`src/rtl/uart_pkg.sv`:
```
// Shared types and constants for the FIFO-buffered UART transmitter.
// Holds the transmit FSM state encoding and the parity-mode constants.
package uart_pkg;

    typedef enum logic [2:0] {
        IDLE,
        START,
        DATA,
        PARITY,
        STOP
    } uart_tx_state_t;

    localparam logic PAR_EVEN = 1'b0;
    localparam logic PAR_ODD  = 1'b1;

    // Wide enough to index up to 8 data bits or 2 stop bits.
    localparam int BIT_CNT_W = 3;

    // XOR seed for the parity accumulator: odd parity starts from 1.
    function automatic logic parity_init(input int odd);
        return (odd != 0) ? PAR_ODD : PAR_EVEN;
    endfunction

endpackage

```
`src/rtl/uart_tx_fifo_if.sv`:
```
// Host-side port bundle of the UART transmitter plus its FSM debug state.
// ld_tx_data is a one-cycle push strobe with no ready: tx_full is the back-pressure
// indication, and a strobe while full with no same-cycle pop is dropped and flagged in tx_over_run.
interface uart_tx_fifo_if
    import uart_pkg::*;
#(
    parameter int DATA_W = 8
) ();

    logic              ld_tx_data;
    logic [DATA_W-1:0] tx_data;
    logic              tx_enable;
    logic              clr_over_run;
    logic              tx_out;
    logic              tx_empty;
    logic              tx_full;
    logic              tx_busy;
    logic              tx_over_run;
    uart_tx_state_t    tx_state;

    modport master (
        output ld_tx_data, tx_data, tx_enable, clr_over_run,
        input  tx_out, tx_empty, tx_full, tx_busy, tx_over_run, tx_state
    );

    modport slave (
        input  ld_tx_data, tx_data, tx_enable, clr_over_run,
        output tx_out, tx_empty, tx_full, tx_busy, tx_over_run, tx_state
    );

endinterface

```
`src/rtl/uart_fifo.sv`:
```
// Synchronous FIFO with combinational head read; the caller qualifies push/pop.
// DEPTH must be a power of two so the pointers wrap naturally.
module uart_fifo #(
    parameter int DATA_W = 8,
    parameter int DEPTH  = 4
) (
    input  logic              clk_i,
    input  logic              rst_i,
    input  logic              push_i,
    input  logic              pop_i,
    input  logic [DATA_W-1:0] wdata_i,
    output logic [DATA_W-1:0] rdata_o,
    output logic              full_o,
    output logic              empty_o
);

    localparam int PTR_W = $clog2(DEPTH);
    localparam int CNT_W = PTR_W + 1;

    logic [DATA_W-1:0] mem_q [DEPTH];
    logic [PTR_W-1:0]  wr_ptr_q;
    logic [PTR_W-1:0]  rd_ptr_q;
    logic [CNT_W-1:0]  count_q;
    logic [CNT_W-1:0]  count_d;

    always_comb begin
        count_d = count_q;
        case ({push_i, pop_i})
            2'b10:   count_d = count_q + 1'b1;
            2'b01:   count_d = count_q - 1'b1;
            default: count_d = count_q;
        endcase
    end

    always_ff @(posedge clk_i) begin
        if (rst_i) begin
            wr_ptr_q <= '0;
            rd_ptr_q <= '0;
            count_q  <= '0;
        end else begin
            if (push_i) wr_ptr_q <= wr_ptr_q + 1'b1;
            if (pop_i)  rd_ptr_q <= rd_ptr_q + 1'b1;
            count_q <= count_d;
        end
    end

    // Storage carries no reset; validity is tracked by count_q alone.
    always_ff @(posedge clk_i) begin
        if (push_i) mem_q[wr_ptr_q] <= wdata_i;
    end

    assign rdata_o = mem_q[rd_ptr_q];
    assign full_o  = (count_q == CNT_W'(DEPTH));
    assign empty_o = (count_q == '0);

endmodule

```
`src/rtl/uart_tx_fifo.sv`:
```
// Parametrised UART transmitter fed from an on-chip FIFO: configurable data width,
// optional even/odd parity, one or two stop bits, internal baud divider.
module uart_tx_fifo
    import uart_pkg::*;
#(
    parameter int DATA_W       = 8,
    parameter int CLKS_PER_BIT = 16,
    parameter int PARITY_EN    = 0,
    parameter int PARITY_ODD   = 0,
    parameter int STOP_BITS    = 1,
    parameter int FIFO_DEPTH   = 4
) (
    input logic           txclk,
    input logic           reset,
    uart_tx_fifo_if.slave bus
);

    localparam int                   BAUD_W      = $clog2(CLKS_PER_BIT);
    localparam logic [BAUD_W-1:0]    BAUD_RELOAD = BAUD_W'(CLKS_PER_BIT - 1);
    localparam logic [BIT_CNT_W-1:0] LAST_DATA   = BIT_CNT_W'(DATA_W - 1);
    localparam logic [BIT_CNT_W-1:0] LAST_STOP   = BIT_CNT_W'(STOP_BITS - 1);
    localparam logic                 PAR_SEED    = parity_init(PARITY_ODD);

    uart_tx_state_t       state_q;
    logic [BAUD_W-1:0]    baud_q;
    logic [BIT_CNT_W-1:0] bit_q;
    logic [DATA_W-1:0]    shift_q;
    logic                 parity_q;
    logic                 tx_out_q;
    logic                 busy_q;
    logic                 over_run_q;
    logic                 over_run_d;

    logic [DATA_W-1:0]    fifo_rdata;
    logic                 fifo_full;
    logic                 fifo_empty;
    logic                 bit_done;
    logic                 frame_end;
    logic                 pop;
    logic                 push;
    logic                 over_run_set;

    assign bit_done  = (baud_q == '0);
    assign frame_end = (state_q == STOP) && bit_done && (bit_q == LAST_STOP);
    // A frame may start from IDLE or chain straight out of the final stop-bit cycle.
    assign pop          = bus.tx_enable && !fifo_empty && ((state_q == IDLE) || frame_end);
    assign push         = bus.ld_tx_data && (!fifo_full || pop);
    assign over_run_set = bus.ld_tx_data && fifo_full && !pop;

    uart_fifo #(
        .DATA_W (DATA_W),
        .DEPTH  (FIFO_DEPTH)
    ) u_fifo (
        .clk_i   (txclk),
        .rst_i   (reset),
        .push_i  (push),
        .pop_i   (pop),
        .wdata_i (bus.tx_data),
        .rdata_o (fifo_rdata),
        .full_o  (fifo_full),
        .empty_o (fifo_empty)
    );

    always_ff @(posedge txclk) begin
        if (reset) begin
            state_q  <= IDLE;
            baud_q   <= '0;
            bit_q    <= '0;
            shift_q  <= '0;
            parity_q <= 1'b0;
            tx_out_q <= 1'b1;
            busy_q   <= 1'b0;
        end else begin
            if (!bit_done) baud_q <= baud_q - 1'b1;
            case (state_q)
                IDLE: ;
                START: begin
                    if (bit_done) begin
                        state_q  <= DATA;
                        baud_q   <= BAUD_RELOAD;
                        bit_q    <= '0;
                        tx_out_q <= shift_q[0];
                    end
                end
                DATA: begin
                    if (bit_done) begin
                        baud_q <= BAUD_RELOAD;
                        if (bit_q == LAST_DATA) begin
                            bit_q <= '0;
                            if (PARITY_EN != 0) begin
                                state_q  <= PARITY;
                                tx_out_q <= parity_q;
                            end else begin
                                state_q  <= STOP;
                                tx_out_q <= 1'b1;
                            end
                        end else begin
                            bit_q    <= bit_q + 1'b1;
                            shift_q  <= shift_q >> 1;
                            tx_out_q <= shift_q[1];
                        end
                    end
                end
                PARITY: begin
                    if (bit_done) begin
                        state_q  <= STOP;
                        baud_q   <= BAUD_RELOAD;
                        bit_q    <= '0;
                        tx_out_q <= 1'b1;
                    end
                end
                STOP: begin
                    if (bit_done) begin
                        if (bit_q == LAST_STOP) begin
                            state_q  <= IDLE;
                            busy_q   <= 1'b0;
                            tx_out_q <= 1'b1;
                        end else begin
                            bit_q  <= bit_q + 1'b1;
                            baud_q <= BAUD_RELOAD;
                        end
                    end
                end
                default: state_q <= IDLE;
            endcase
            // Loading a frame overrides whatever the case above chose.
            if (pop) begin
                state_q  <= START;
                baud_q   <= BAUD_RELOAD;
                bit_q    <= '0;
                shift_q  <= fifo_rdata;
                parity_q <= (^fifo_rdata) ^ PAR_SEED;
                tx_out_q <= 1'b0;
                busy_q   <= 1'b1;
            end
        end
    end

    // A drop in the same cycle as a clear leaves the flag set.
    always_comb begin
        over_run_d = over_run_q;
        if (bus.clr_over_run) over_run_d = 1'b0;
        if (over_run_set)     over_run_d = 1'b1;
    end

    always_ff @(posedge txclk) begin
        if (reset) over_run_q <= 1'b0;
        else       over_run_q <= over_run_d;
    end

    assign bus.tx_out      = tx_out_q;
    assign bus.tx_empty    = fifo_empty;
    assign bus.tx_full     = fifo_full;
    assign bus.tx_busy     = busy_q;
    assign bus.tx_over_run = over_run_q;
    assign bus.tx_state    = state_q;

endmodule

```
`src/flat_wrapper.sv`:
```
// flat-port wrapper written by rule: the top's interface ports become plain ports
module uart_tx_fifo_flat import uart_pkg::*;
#(
    parameter int DATA_W       = 8,
    parameter int CLKS_PER_BIT = 16,
    parameter int PARITY_EN    = 0,
    parameter int PARITY_ODD   = 0,
    parameter int STOP_BITS    = 1,
    parameter int FIFO_DEPTH   = 4
)
  (txclk, reset, bus_ld_tx_data, bus_tx_data, bus_tx_enable, bus_clr_over_run, bus_tx_out, bus_tx_empty, bus_tx_full, bus_tx_busy, bus_tx_over_run, bus_tx_state);
  uart_tx_fifo_if #(.DATA_W(DATA_W)) bus_i ();
  input logic txclk;
  input logic reset;
  input wire logic [$bits(bus_i.ld_tx_data)-1:0] bus_ld_tx_data;
  input wire logic [$bits(bus_i.tx_data)-1:0] bus_tx_data;
  input wire logic [$bits(bus_i.tx_enable)-1:0] bus_tx_enable;
  input wire logic [$bits(bus_i.clr_over_run)-1:0] bus_clr_over_run;
  output wire logic [$bits(bus_i.tx_out)-1:0] bus_tx_out;
  output wire logic [$bits(bus_i.tx_empty)-1:0] bus_tx_empty;
  output wire logic [$bits(bus_i.tx_full)-1:0] bus_tx_full;
  output wire logic [$bits(bus_i.tx_busy)-1:0] bus_tx_busy;
  output wire logic [$bits(bus_i.tx_over_run)-1:0] bus_tx_over_run;
  output wire logic [$bits(bus_i.tx_state)-1:0] bus_tx_state;
  assign bus_i.ld_tx_data = bus_ld_tx_data;
  assign bus_i.tx_data = bus_tx_data;
  assign bus_i.tx_enable = bus_tx_enable;
  assign bus_i.clr_over_run = bus_clr_over_run;
  assign bus_tx_out = bus_i.tx_out;
  assign bus_tx_empty = bus_i.tx_empty;
  assign bus_tx_full = bus_i.tx_full;
  assign bus_tx_busy = bus_i.tx_busy;
  assign bus_tx_over_run = bus_i.tx_over_run;
  assign bus_tx_state = bus_i.tx_state;
  uart_tx_fifo #(.DATA_W(DATA_W), .CLKS_PER_BIT(CLKS_PER_BIT), .PARITY_EN(PARITY_EN), .PARITY_ODD(PARITY_ODD), .STOP_BITS(STOP_BITS), .FIFO_DEPTH(FIFO_DEPTH)) u_core (.txclk(txclk), .reset(reset), .bus(bus_i));
endmodule
```
`config.mk`:
```
export PLATFORM = sky130hd
export DESIGN_NAME = uart_tx_fifo_flat
export DESIGN_NICKNAME = d
export VERILOG_FILES = /design/src/rtl/uart_pkg.sv /design/src/rtl/uart_tx_fifo_if.sv /design/src/rtl/uart_fifo.sv /design/src/rtl/uart_tx_fifo.sv /design/src/flat_wrapper.sv
export SDC_FILE = /design/constraint.sdc
export NUM_CORES = 1
export LEC_CHECK = 0
export CAP_MARGIN = 15
export CORE_ASPECT_RATIO = 1.1
export CORE_MARGIN = 5
export CORE_UTILIZATION = 35
export CTS_CLUSTER_SIZE = 40
export DETAILED_ROUTE_END_ITERATION = 7
export GPL_TIMING_DRIVEN = 1
export SYNTH_ARGS = -nofsm -noshare
export SYNTH_HDL_FRONTEND = slang
export SYNTH_SLANG_ARGS = --single-unit
```
`constraint.sdc`:
```
create_clock -name txclk -period 6.5 [get_ports txclk]
set_input_delay 0.975 -clock txclk [delete_from_list [all_inputs] [get_ports txclk]]
set_output_delay 0.975 -clock txclk [all_outputs]
set_load 0.02 [all_outputs]
```
==> metrics.md <==
| Metric | Value |
|---|---|
| Outcome | complete, no violations |
| Global-route wire length before repair | between 8000 and 9000 µm |
| Worst Hold Path EP | u_core.shift_q[0] |
| Wire per inst | 14.2 µm |
| Buf/Inv on CP | 1 |
| Final Skew | 0.00722 ns |
| Tot GR Track Use | 0.114 |
| Max FO, Critical Path | 17 |
| Flop-to-flop setup slack | 3.36 ns |
| Placed Instances | 351 |
| H-tree levels | 3 |
| Top cell type by total area after synthesis | edfxtp_1 |
| Area grow syn2layout | 18.5% |
| Final ANT Viol Nets | 0 |
| Number of flops mapped to enable cells by yosys | 32 |
| Min cycle time layout | 3.52 ns |
| Placer Congestion | 0.740 |
| Initial antenna violation count | 0 |
| Top post-synthesis cells by area | edfxtp_1, dfxtp_1, mux4_2 |
| Synthesized cell area | around 2800 µm² |
| Yosys reg bits | 62 |
| Dominant synthesized flop cell | edfxtp_1 |
| Yosys warning total | 0 |
| Drt total wl | 5220 µm |
| TNS Setup | 0 ns |
| Post-synthesis sequential area ratio | 0.555 |
| R2R depth | 11 |
| Final cell count without fillers | 368 |
| Setup slack after layout | 2.98 ns |
| PwrDens | 425 nW/µm² |
| Drt first pass iters | 5 |
| Final max-slew violation count | 0 |
| Via Count | 1829 |
| CP endpoint kind | flip-flop |
| Io pins | 21 |
| Crit-path slowest cell | and2_1 |
| Initial Util | 0.358 |
| Core area | 7870 µm² |
| Achievable Freq | 284 MHz |
| Worst min-delay path startpoint | u_core.shift_q[0] |
| Die width | approximately 96 µm |
| Number of global-route vias before repair | 1850 |
| Worst rel slew slack | 0.564 |
| CP Launch Type | input pin |
| CTS tree | built |
| TritonCTS Sinks | just over 60 |
| GRT overflow | 0 |
| Util after Layout | 0.424 |
| Layout Nets | approximately 280 |
| Worst EP arrival | ~3.8 ns |
| Slew at the pin with the worst max-slew slack | 0.654 ns |
| Max Cap Violations | 0 |
| FF-to-FF End | u_core.u_fifo.count_q[2] |
| Post-synth top area share | 0.341 |
| Reg-to-Reg Start | u_core.baud_q[0] |
| Most common cell after layout, fill and taps aside | edfxtp_1 |
| Crit path largest cell delay | 0.59 ns |
| Period utilisation layout | 0.541 |
| Unrepaired setup endpoints after global routing | false |
| Syn Inst Count | between 200 and 250 |
| Fill cells | 771 |
| CTS Buf Count | 9 |
| Delay-heaviest family, CP | simple AND/OR/NAND/NOR gates |
| Pin count of the biggest net entering global routing | 32 |
| IO Port Bufs | 20 |
| Hpwl dp | 3590 µm |
| WP data required | between 6 and 7 ns |
| Place WS | 2.62 ns |
| FFs w/ async S/R, synth | 0 |
| Antenna diode instance count | 0 |
| Die ar. | approximately 9900 µm² |
| Post-Syn Nets | 257 |
| DRC | 0 |
| Worst-path cell chain | clkdlybuf4s50_1 -> or3b_1 -> nor2_4 -> and2_1 -> nand2_1 -> fa_1 -> a211o_1 -> a21o_1 -> a21oi_1 |
| DR iter-0 viols | 91 |
| Post-CTS setup buffer count | 0 |
| VDD IR max | 178 µV |
| Setup CP Type | in -> reg |
| Commonest cells after routing, fill and taps aside | edfxtp_1, dfxtp_1, clkdlybuf4s50_1, nand2_1 |
| Rows | 34 |
| Post-CTS resize count | 0 |
| Syn Area/Cell | approximately 12 µm² |
| CTS clk-pin slew, worst paths | 0.07 ns |
| Die height | between 100 and 150 µm |
| Hold buffers post-CTS | 0 |
| Leakage power total | about 1.2 nW |
| Share of cells above drive strength 1 | 0.142 |
| Worst-Skew Late Latency | 0.34 ns |
| Worst Hold Depth | 2 |
| Final setup fails | 0 |
| Power consumption | 1.42 mW |
| Vias per cell | 4.97 |
| Min-Delay Path Class | reg -> reg |
| CTS root buffer | clkbuf_8 |
| Final hold viol count | 0 |
| CTS Buffer Depth | 2 |
| Synth cell types | 56 |
[routing by layer]
layer	share of wire	track usage	wire, µm
met2	0.50	0.189	2590
met4	0.012	0.0396	63
met5	0	0	0
met3	0.042	0.0398	217
met1	0.45	0.137	2350
[registers in the layout (all words and copies together) (netlist names), 2 cells and up, named ones only]
name / cells
u_core.shift_q: 8
u_core.u_fifo.wr_ptr_q: 2
u_core.bit_q: 3
u_core.bus.tx_state: 3
u_core.baud_q: 4
u_core.u_fifo.rd_ptr_q: 2
u_core.u_fifo.mem_q: 32
u_core.u_fifo.count_q: 3
[cell usage after synthesis (3+ instances only)]
cell type and count:
edfxtp_1 32, dfxtp_1 30, nand2_1 19, a21oi_1 17
nor2_1 17, inv_1 12, ha_1 9, mux4_2 8
a22oi_1 7, and2_1 5, clkbuf_1 5, o21ai_0 5
nor2b_1 4, a211oi_1 3, buf_6 3, mux2i_1 3
nand3_1 3, nor3_1 3
[worst reg2reg max path, stage by stage, from the launching register on]
cell	delay [ns]
dfxtp_1	0.34
inv_1	0.06
ha_1	0.21
nor3b_4	0.39
inv_4	0.12
o21ai_4	0.25
and2_1	0.59
nand2_1	0.16
fa_1	0.41
a211o_1	0.25
a21o_1	0.18
a21oi_1	0.12
[cell type report]
class	instances	area, µm²	area share
repair buffers	21	228	0.0683
flip-flops and latches	62	1560	0.468
clock buffers	9	124	0.0371
inverters	13	51.3	0.0154
clock inverters	7	98.8	0.0296
well taps	108	135	0.0405
multi-input cells	148	1140	0.341
[metrics by stage]
stage	hold WS, ns	cell area [µm²]
6_report	0.452	3340
5_1_grt	0.475	3340
4_1_cts	0.454	3310
3_5_place_dp	0.445	3090
3_3_place_gp	0.443	3090
2_1_floorplan	0.432	2820
[power breakdown]
part	switching [mW]	leakage [nW]	internal (mW)	total (mW)
clock network	0.156	0.109	0.217	0.373
registers	0.0665	0.539	0.488	0.554
logic	0.266	0.505	0.224	0.490
[logic make-up (layout without fill, tap and decap cells)]
group / after synthesis / after routing / synth area share
fa+ha+maj: 10 / 10 / 0.0471
simple gates: 68 / 68 / 0.129
flops: 62 / 62 / 0.555
xor+xnor: 3 / 3 / 0.00934
buf+inv: 24 / 50 / 0.0413
mux: 12 / 12 / 0.0800
compound gates: 55 / 55 / 0.139
[worst max-delay path by stage]
stage	start	endpoint	slack, ns	depth (start not counted)
3_3_place_gp	bus_tx_enable	u_core.u_fifo.count_q[2]	2.68	9
6_report	bus_tx_enable	u_core.u_fifo.count_q[2]	2.98	9
5_1_grt	bus_tx_enable	u_core.u_fifo.count_q[2]	2.81	9
2_1_floorplan	bus_tx_enable	u_core.u_fifo.count_q[2]	3.54	10
3_5_place_dp	bus_tx_enable	u_core.u_fifo.count_q[2]	2.62	9
4_1_cts	bus_tx_enable	u_core.u_fifo.count_q[2]	2.97	9
Note: power is estimated with default switching activity, not from simulation.
